==> src/rtl/fifo_access_arbiter.sv <==
// Front end for a linear FIFO: round-robin arbitration of two writers plus
// a length-bounded, abortable read-burst sequencer on the read side.
module fifo_access_arbiter #(
   parameter int DATA_W = 4,
   parameter int DEPTH  = 16
) (
   input  logic                     clk,
   input  logic                     rst,
   input  logic                     req0,
   input  logic [DATA_W-1:0]        data0,
   output logic                     gnt0,
   input  logic                     req1,
   input  logic [DATA_W-1:0]        data1,
   output logic                     gnt1,
   input  logic                     drain_start,
   input  logic [$clog2(DEPTH):0]   drain_len,
   input  logic                     drain_abort,
   output logic                     drain_busy,
   output logic                     drain_done,
   output logic                     rd_valid,
   output logic [DATA_W-1:0]        rd_data,
   output logic                     write_enb,
   output logic [DATA_W-1:0]        datain,
   output logic                     read_enb,
   input  logic [DATA_W-1:0]        dataout,
   input  logic                     full,
   input  logic                     empty
);

   localparam int CNT_W = $clog2(DEPTH) + 1;
   localparam logic [CNT_W-1:0] DEPTH_CNT = CNT_W'(DEPTH);

   typedef enum logic {
      IDLE  = 1'b0,
      BURST = 1'b1
   } state_t;

   state_t           state_q, state_d;
   logic [CNT_W-1:0] remaining_q, remaining_d;
   logic             prio_q, prio_d;
   logic             rd_valid_q, rd_valid_d;
   logic             drain_done_q, drain_done_d;
   logic             gnt0_c, gnt1_c;
   logic             read_c;
   logic [CNT_W-1:0] len_clamped;

   // Write arbiter; prio_q = 0 favours requester 0 on a tie. Grants are
   // gated by rst because the priority flop alone cannot silence them.
   always_comb begin
      gnt0_c = 1'b0;
      gnt1_c = 1'b0;
      if (!rst && !full) begin
         if (req0 && (!req1 || !prio_q)) begin
            gnt0_c = 1'b1;
         end else if (req1) begin
            gnt1_c = 1'b1;
         end
      end
   end

   always_comb begin
      prio_d = prio_q;
      if (gnt0_c) begin
         prio_d = 1'b1;
      end else if (gnt1_c) begin
         prio_d = 1'b0;
      end
   end

   always_comb begin
      datain = '0;
      if (gnt0_c) begin
         datain = data0;
      end else if (gnt1_c) begin
         datain = data1;
      end
   end

   assign len_clamped = (drain_len > DEPTH_CNT) ? DEPTH_CNT : drain_len;

   // Read sequencer: an abort wins over a read in the same cycle, and an
   // empty FIFO only stalls the burst.
   always_comb begin
      state_d      = state_q;
      remaining_d  = remaining_q;
      read_c       = 1'b0;
      drain_done_d = 1'b0;
      case (state_q)
         IDLE: begin
            if (drain_start && (drain_len != '0)) begin
               state_d     = BURST;
               remaining_d = len_clamped;
            end
         end
         BURST: begin
            if (drain_abort) begin
               state_d     = IDLE;
               remaining_d = '0;
            end else if ((remaining_q != '0) && !empty) begin
               read_c      = 1'b1;
               remaining_d = remaining_q - 1'b1;
               if (remaining_q == CNT_W'(1)) begin
                  state_d      = IDLE;
                  drain_done_d = 1'b1;
               end
            end
         end
         default: begin
            state_d     = IDLE;
            remaining_d = '0;
         end
      endcase
   end

   // Word data arrives one edge after read_enb, so valid/done are delayed to match.
   assign rd_valid_d = read_c;

   always_ff @(posedge clk or posedge rst) begin
      if (rst) begin
         state_q      <= IDLE;
         remaining_q  <= '0;
         prio_q       <= 1'b0;
         rd_valid_q   <= 1'b0;
         drain_done_q <= 1'b0;
      end else begin
         state_q      <= state_d;
         remaining_q  <= remaining_d;
         prio_q       <= prio_d;
         rd_valid_q   <= rd_valid_d;
         drain_done_q <= drain_done_d;
      end
   end

   assign gnt0       = gnt0_c;
   assign gnt1       = gnt1_c;
   assign write_enb  = gnt0_c | gnt1_c;
   assign read_enb   = read_c;
   assign drain_busy = (state_q == BURST);
   assign drain_done = drain_done_q;
   assign rd_valid   = rd_valid_q;
   assign rd_data    = dataout;

endmodule

==> config.mk <==
export PLATFORM = sky130hd
export DESIGN_NAME = fifo_access_arbiter
export DESIGN_NICKNAME = d
export VERILOG_FILES = /design/src/rtl/fifo_access_arbiter.sv
export SDC_FILE = /design/constraint.sdc
export NUM_CORES = 1
export LEC_CHECK = 0
export CAP_MARGIN = 20
export CORE_MARGIN = 1
export CORE_UTILIZATION = 25
export DETAILED_ROUTE_END_ITERATION = 16
export GPL_ROUTABILITY_DRIVEN = 0
export PLACE_DENSITY = 0.58
export SYNTH_ARGS = -nofsm -noshare
export SYNTH_HDL_FRONTEND = slang
export SYNTH_SLANG_ARGS = --single-unit
==> constraint.sdc <==
create_clock -name clk -period 2.9 [get_ports clk]
set_clock_uncertainty 0.1 [all_clocks]
set_input_delay 0.725 -clock clk [delete_from_list [all_inputs] [get_ports clk]]
set_output_delay 0.725 -clock clk [all_outputs]
set_load 0.02 [all_outputs]
After elaboration in Yosys (flattened, before gate mapping):

Cells that the tools add are included.

* memory bits (read-only): 0
* output and inout bits: 15
* register bits: 9
* bits in writable memories: 0
* memories kept: 0
* bits in latches: 0

* $add $sub $neg: 1
* magnitude comparators: 1
* bitwise gates (word level): 2
* equality and inequality tests: 3
* $mul: 0
* divide/modulo/power cells: 0
* shift-type cells: 0
* muxes and demuxes: 26
* reduce and logical (&&, ||, !) cells: 14

Operators by type and width (count)
* $mux 5: 4
* $mux 1: 18
* $pmux 5 s2: 1
* $reduce_bool 5->1: 2
* $mux 4: 2
* $eq 5x1->1 const B: 1
* $gt 5x5->1 const B: 1
* $logic_not 1->1: 5
* $sub 5x1->5 const B: 1
* $logic_and 1x1->1: 4
* $ne 3x2->1 const B: 1
* $ne 2x2->1 const B: 1
* $pmux 1 s2: 1
* $reduce_and 2->1: 1
* $reduce_bool 2->1: 1
* $logic_or 1x1->1: 1
* $not 1->1: 1
* $or 1x1->1: 1

Depth between registers and ports, before layout:

* depth after elaboration: 7
* depth in mapped cells: 6
* gate-level depth less buffers: 6

Worst setup path before layout:

No wires, ideal clock.

* path type: in2out
* start point: input full
* end point: output datain[0]
* data required time: 2075 ps
* arrival time: 1780 ps
* buffers on the path: 0
* stages: 4
* path slack: 295 ps
* cell sequence: nor2_1 nand2_1 a21oi_1 a22o_1

* elaborated cells on any way between the ends: 6
* classes of those cells: mux: 4; reduce/logical: 2

RTL lines
* start, declared: line 26 `input logic full,`
* $logic_not 1->1: line 52 `if (!rst && !full) begin`
* $logic_and 1x1->1: line 52
* $mux 1: line 52
* via gnt0: line 11 `output logic gnt0,`
* $mux 4: line 72 `if (gnt0_c) begin`
* end, declared: line 23 `output logic [DATA_W-1:0] datain,`

The timed path passes the listed nets, and every way through them passes these cells.

Worst setup path after layout:

* start point: input rst
* end point: output write_enb

* cells in the longest elaborated chain, start to end: 4
* elaborated cells on any way between the ends: 5
* classes of those cells: mux: 2; bitwise: 1; reduce/logical: 2

Ends and longest elaborated chain
* start, declared: line 8 `input logic rst,`
* $logic_not 1->1 (no source line) (*)
* $logic_and 1x1->1 (*): line 52
* $mux 1: line 52
* $or 1x1->1 (*): line 136 `assign write_enb = gnt0_c | gnt1_c;`
* end, declared: line 22 `output logic write_enb,`

Every way passes the cells marked *; elsewhere a longest branch is shown, timed or not.

==> reports/metrics.csv <==
metric;value;unit
core_area;2567;sq um
fmax;354.9;MHz
synth.cell_area;708.2;sq um
ys_seq_elements;9;
die_area;3050;sq um
ys_seq_area_share;31.80;%
vias;699;
hold_class;reg -> reg;
crit_arrival;1.99;ns
rr_endpoint;remaining_q[1];
syn_nets;107;
end_kind;output pin;
endpoint;write_enb;
path_cells;clkdlybuf4s50_1 > nor2_2 > nand2_1 > a21oi_1 > buf_4 > or2_2 > buf_2;
cts_htree_levels;1;
hold_violations;0;
cp.required;2.08;ns
drc;0;
die-width;55.23;um
synthDistinctLibCells;33;
clkTransAtPathRegs;0.06;ns
synth_edf_count;0;
leakage;0.4572;nW
worstHoldPathCells;1;
grt_util_all_layers;12.34;%
p_comb_share;46.7;%
ff2ff_setup_slack;1.15;ns
hpwl;1.456;mm
nNetsFinal;142;
seqPwrFrac;36.5;%
n_antenna_cell;0;
holdWs;0.4199;ns
totalWireLength;1.819;mm
ir_drop;0.3142;mV
yosys_warnings;0;
min_period;2.818;ns
start_kind;input pin;
cp_max_fo;6;
grt_pass1_vias;612;
switching_power;239.4;uW
start_util;27.58;%
cp_slowest_cell;clkdlybuf4s50_1;
hp-start;prio_q;
grt.overflow.total;0;
holdBufCountCts;0;
rsz0062_at_grt;false;
slew_violations;0;
io_pins;40;
status;finished clean;
p_sw_share;40.13;%
setup_viol;0;
synth-async-reset-ratio;100.0;%
critPathLaunch;rst;
power_density;570.2;nW/um^2
cts_tree;yes;
reg2reg_from;remaining_q[0];
post_drt_wl_per_cell;12.63;um
slowest_delay;0.49;ns
insertion_delay;0.27;ns
cts_buffer_depth;2;
antenna_found_initial;0;
place.port_buffers;31;
cts.sink_count;9;
first_iter_violations;20;
netlist_instances;80;
stdcell_count;144;
die_h;55.23;um
critPathKind;in -> out;
cts_buffers;3;
cts_setup_buffers;0;
drv_cap;0;
period_share;97.16;%
synthFlopType;dfrtp_1;
grt_first_pass_wirelength;2.946;mm
synth_area_per_cell;8.852;sq um
grt_max_degree;10;
worstMarginPinSlew;0.3853;ns
first_pass_iters;4;
p_clk_share;16.8;%
drive_above_1_share;18.42;%
slew_headroom;73.95;%
placedCellCount;140;
root_buffer;clkbuf_4;
via_per_inst;4.854;
finish.utilization;40.74;%
syn_to_final_growth;47.70;%
reg2regPathDepth;6;
intPower;357.1;uW
rows;18;
drtAntennaViolNets;0;
-- synthesized netlist by cell type (all sizes together), types with 3 or more instances --
| library cell | n | area share, % |
|---|---|---|
| inv | 7 | 3.7 |
| o21ai | 5 | 5.1 |
| a31oi | 3 | 2.7 |
| a21oi | 8 | 5.7 |
| nand2 | 3 | 1.6 |
| buf | 6 | 6.9 |
| nor2 | 8 | 4.6 |
| nor4b | 3 | 5.8 |
| dfrtp | 9 | 32 |
| a22o | 4 | 4.9 |
-- cells in the final DEF (no fill, tap or decap) --
cell type	netlist	final
a211oi_1	1	1
a221oi_2	1	1
buf_4	5	5
nor4_1	1	1
a22oi_1	1	1
clkbuf_1	0	1
mux2i_1	2	2
nor2_1	7	6
nor4b_1	2	2
ha_1	2	2
nand2_1	3	3
clkdlybuf4s50_1	0	23
o21ai_4	1	1
a22o_1	4	4
nor4b_4	1	1
nor3_1	2	2
o31ai_2	1	1
nand3_1	2	2
o21ai_0	3	3
and2_1	1	1
o21ai_1	1	1
or4b_1	1	1
nand2b_1	2	2
a21o_1	1	1
o31a_1	1	1
clkbuf_4	0	3
dfrtp_1	9	9
or4_1	1	1
inv_1	7	7
nand3b_1	1	1
and2_0	1	1
or2_2	2	2
clkbuf_2	0	1
clkdlybuf4s15_1	0	1
a31oi_1	3	3
nor2_2	1	2
a21oi_1	8	8
dlygate4sd2_1	0	2
buf_2	0	4
-- state kept, by name, indices dropped and copies added, names as in the netlist --
register,flops
remaining_q,5
drain_done,1
prio_q,1
rd_valid,1
drain_busy,1
-- worst max-delay path: cells and delay by family --
family,cells,cell delay (ns)
and+or+nand+nor,3,0.42
buffers and inverters,3,0.80
AOI/OAI and AO/OA,1,0.04
-- routing by layer --
metal  share of wire, %  global-route usage (%)  up-vias  wire, um
li1                   -                       -      357         -
met3                6.8                   5.152        5       123
met1                 44                   15.36      315       797
met4                1.8                   5.714        0        32
met2                 48                   18.42       22       865
met5                  0                       0        -         0
-- per-stage QoR --
stage	setup slack [ns]	area, sq um	setup TNS (ns)	total power [mW]
2_1_floorplan	0.2951	708.2	0	0.4194
5_1_grt	0.009699	1046	0	0.6446
4_1_cts	0.004323	1066	0	0.6030
3_3_place_gp	-0.2816	1045	-1.817	0.4978
3_5_place_dp	-0.3037	1045	-2.027	0.5043
6_report	0.08241	1046	0	0.5964
-- worst min-delay path by stage --
| stage | end | slack [ns] |
|---|---|---|
| floorplan | prio_q | 0.38 |
| global placement | prio_q | 0.41 |
| detailed placement | prio_q | 0.41 |
| CTS | prio_q | 0.42 |
| global route | prio_q | 0.45 |
| finish | prio_q | 0.42 |
-- power groups by stage --
stage | clock, mW | sequential, mW | combinational [mW]
2_1_floorplan | 0 | 0.203 | 0.217
3_3_place_gp | 0 | 0.220 | 0.278
3_5_place_dp | 0 | 0.219 | 0.285
4_1_cts | 0.104 | 0.217 | 0.282
5_1_grt | 0.115 | 0.224 | 0.306
6_report | 0.100 | 0.218 | 0.279
-- what timing repair did --
| item | in CTS | in global routing |
|---|---|---|
| hold endpoints to repair | 0 | 0 |
| endpoints found under the setup margin | 8 | 6 |
| gates resized for setup | 18 | 6 |
-- cell families (layout without fill, tap and decap cells) --
group / after synthesis / in the layout / synth area share (%)
adders and majority gates: 2 / 2 / 3.533
AOI/OAI and AO/OA: 26 / 26 / 26.68
and+or+nand+nor: 28 / 28 / 24.56
DFF: 9 / 9 / 31.80
muxes: 2 / 2 / 2.827
buffers and inverters: 13 / 47 / 10.60
-- layout make-up --
cell class	instances	area (sq um)
clock buffer	4	26.28
fill	275	1521
inverter	7	26.28
multi-input combinational	58	410.4
sequential	9	225.2
tap	30	37.54
timing repair buffer	36	320.3
No activity file was read; power rests on OpenSTA's default activity.
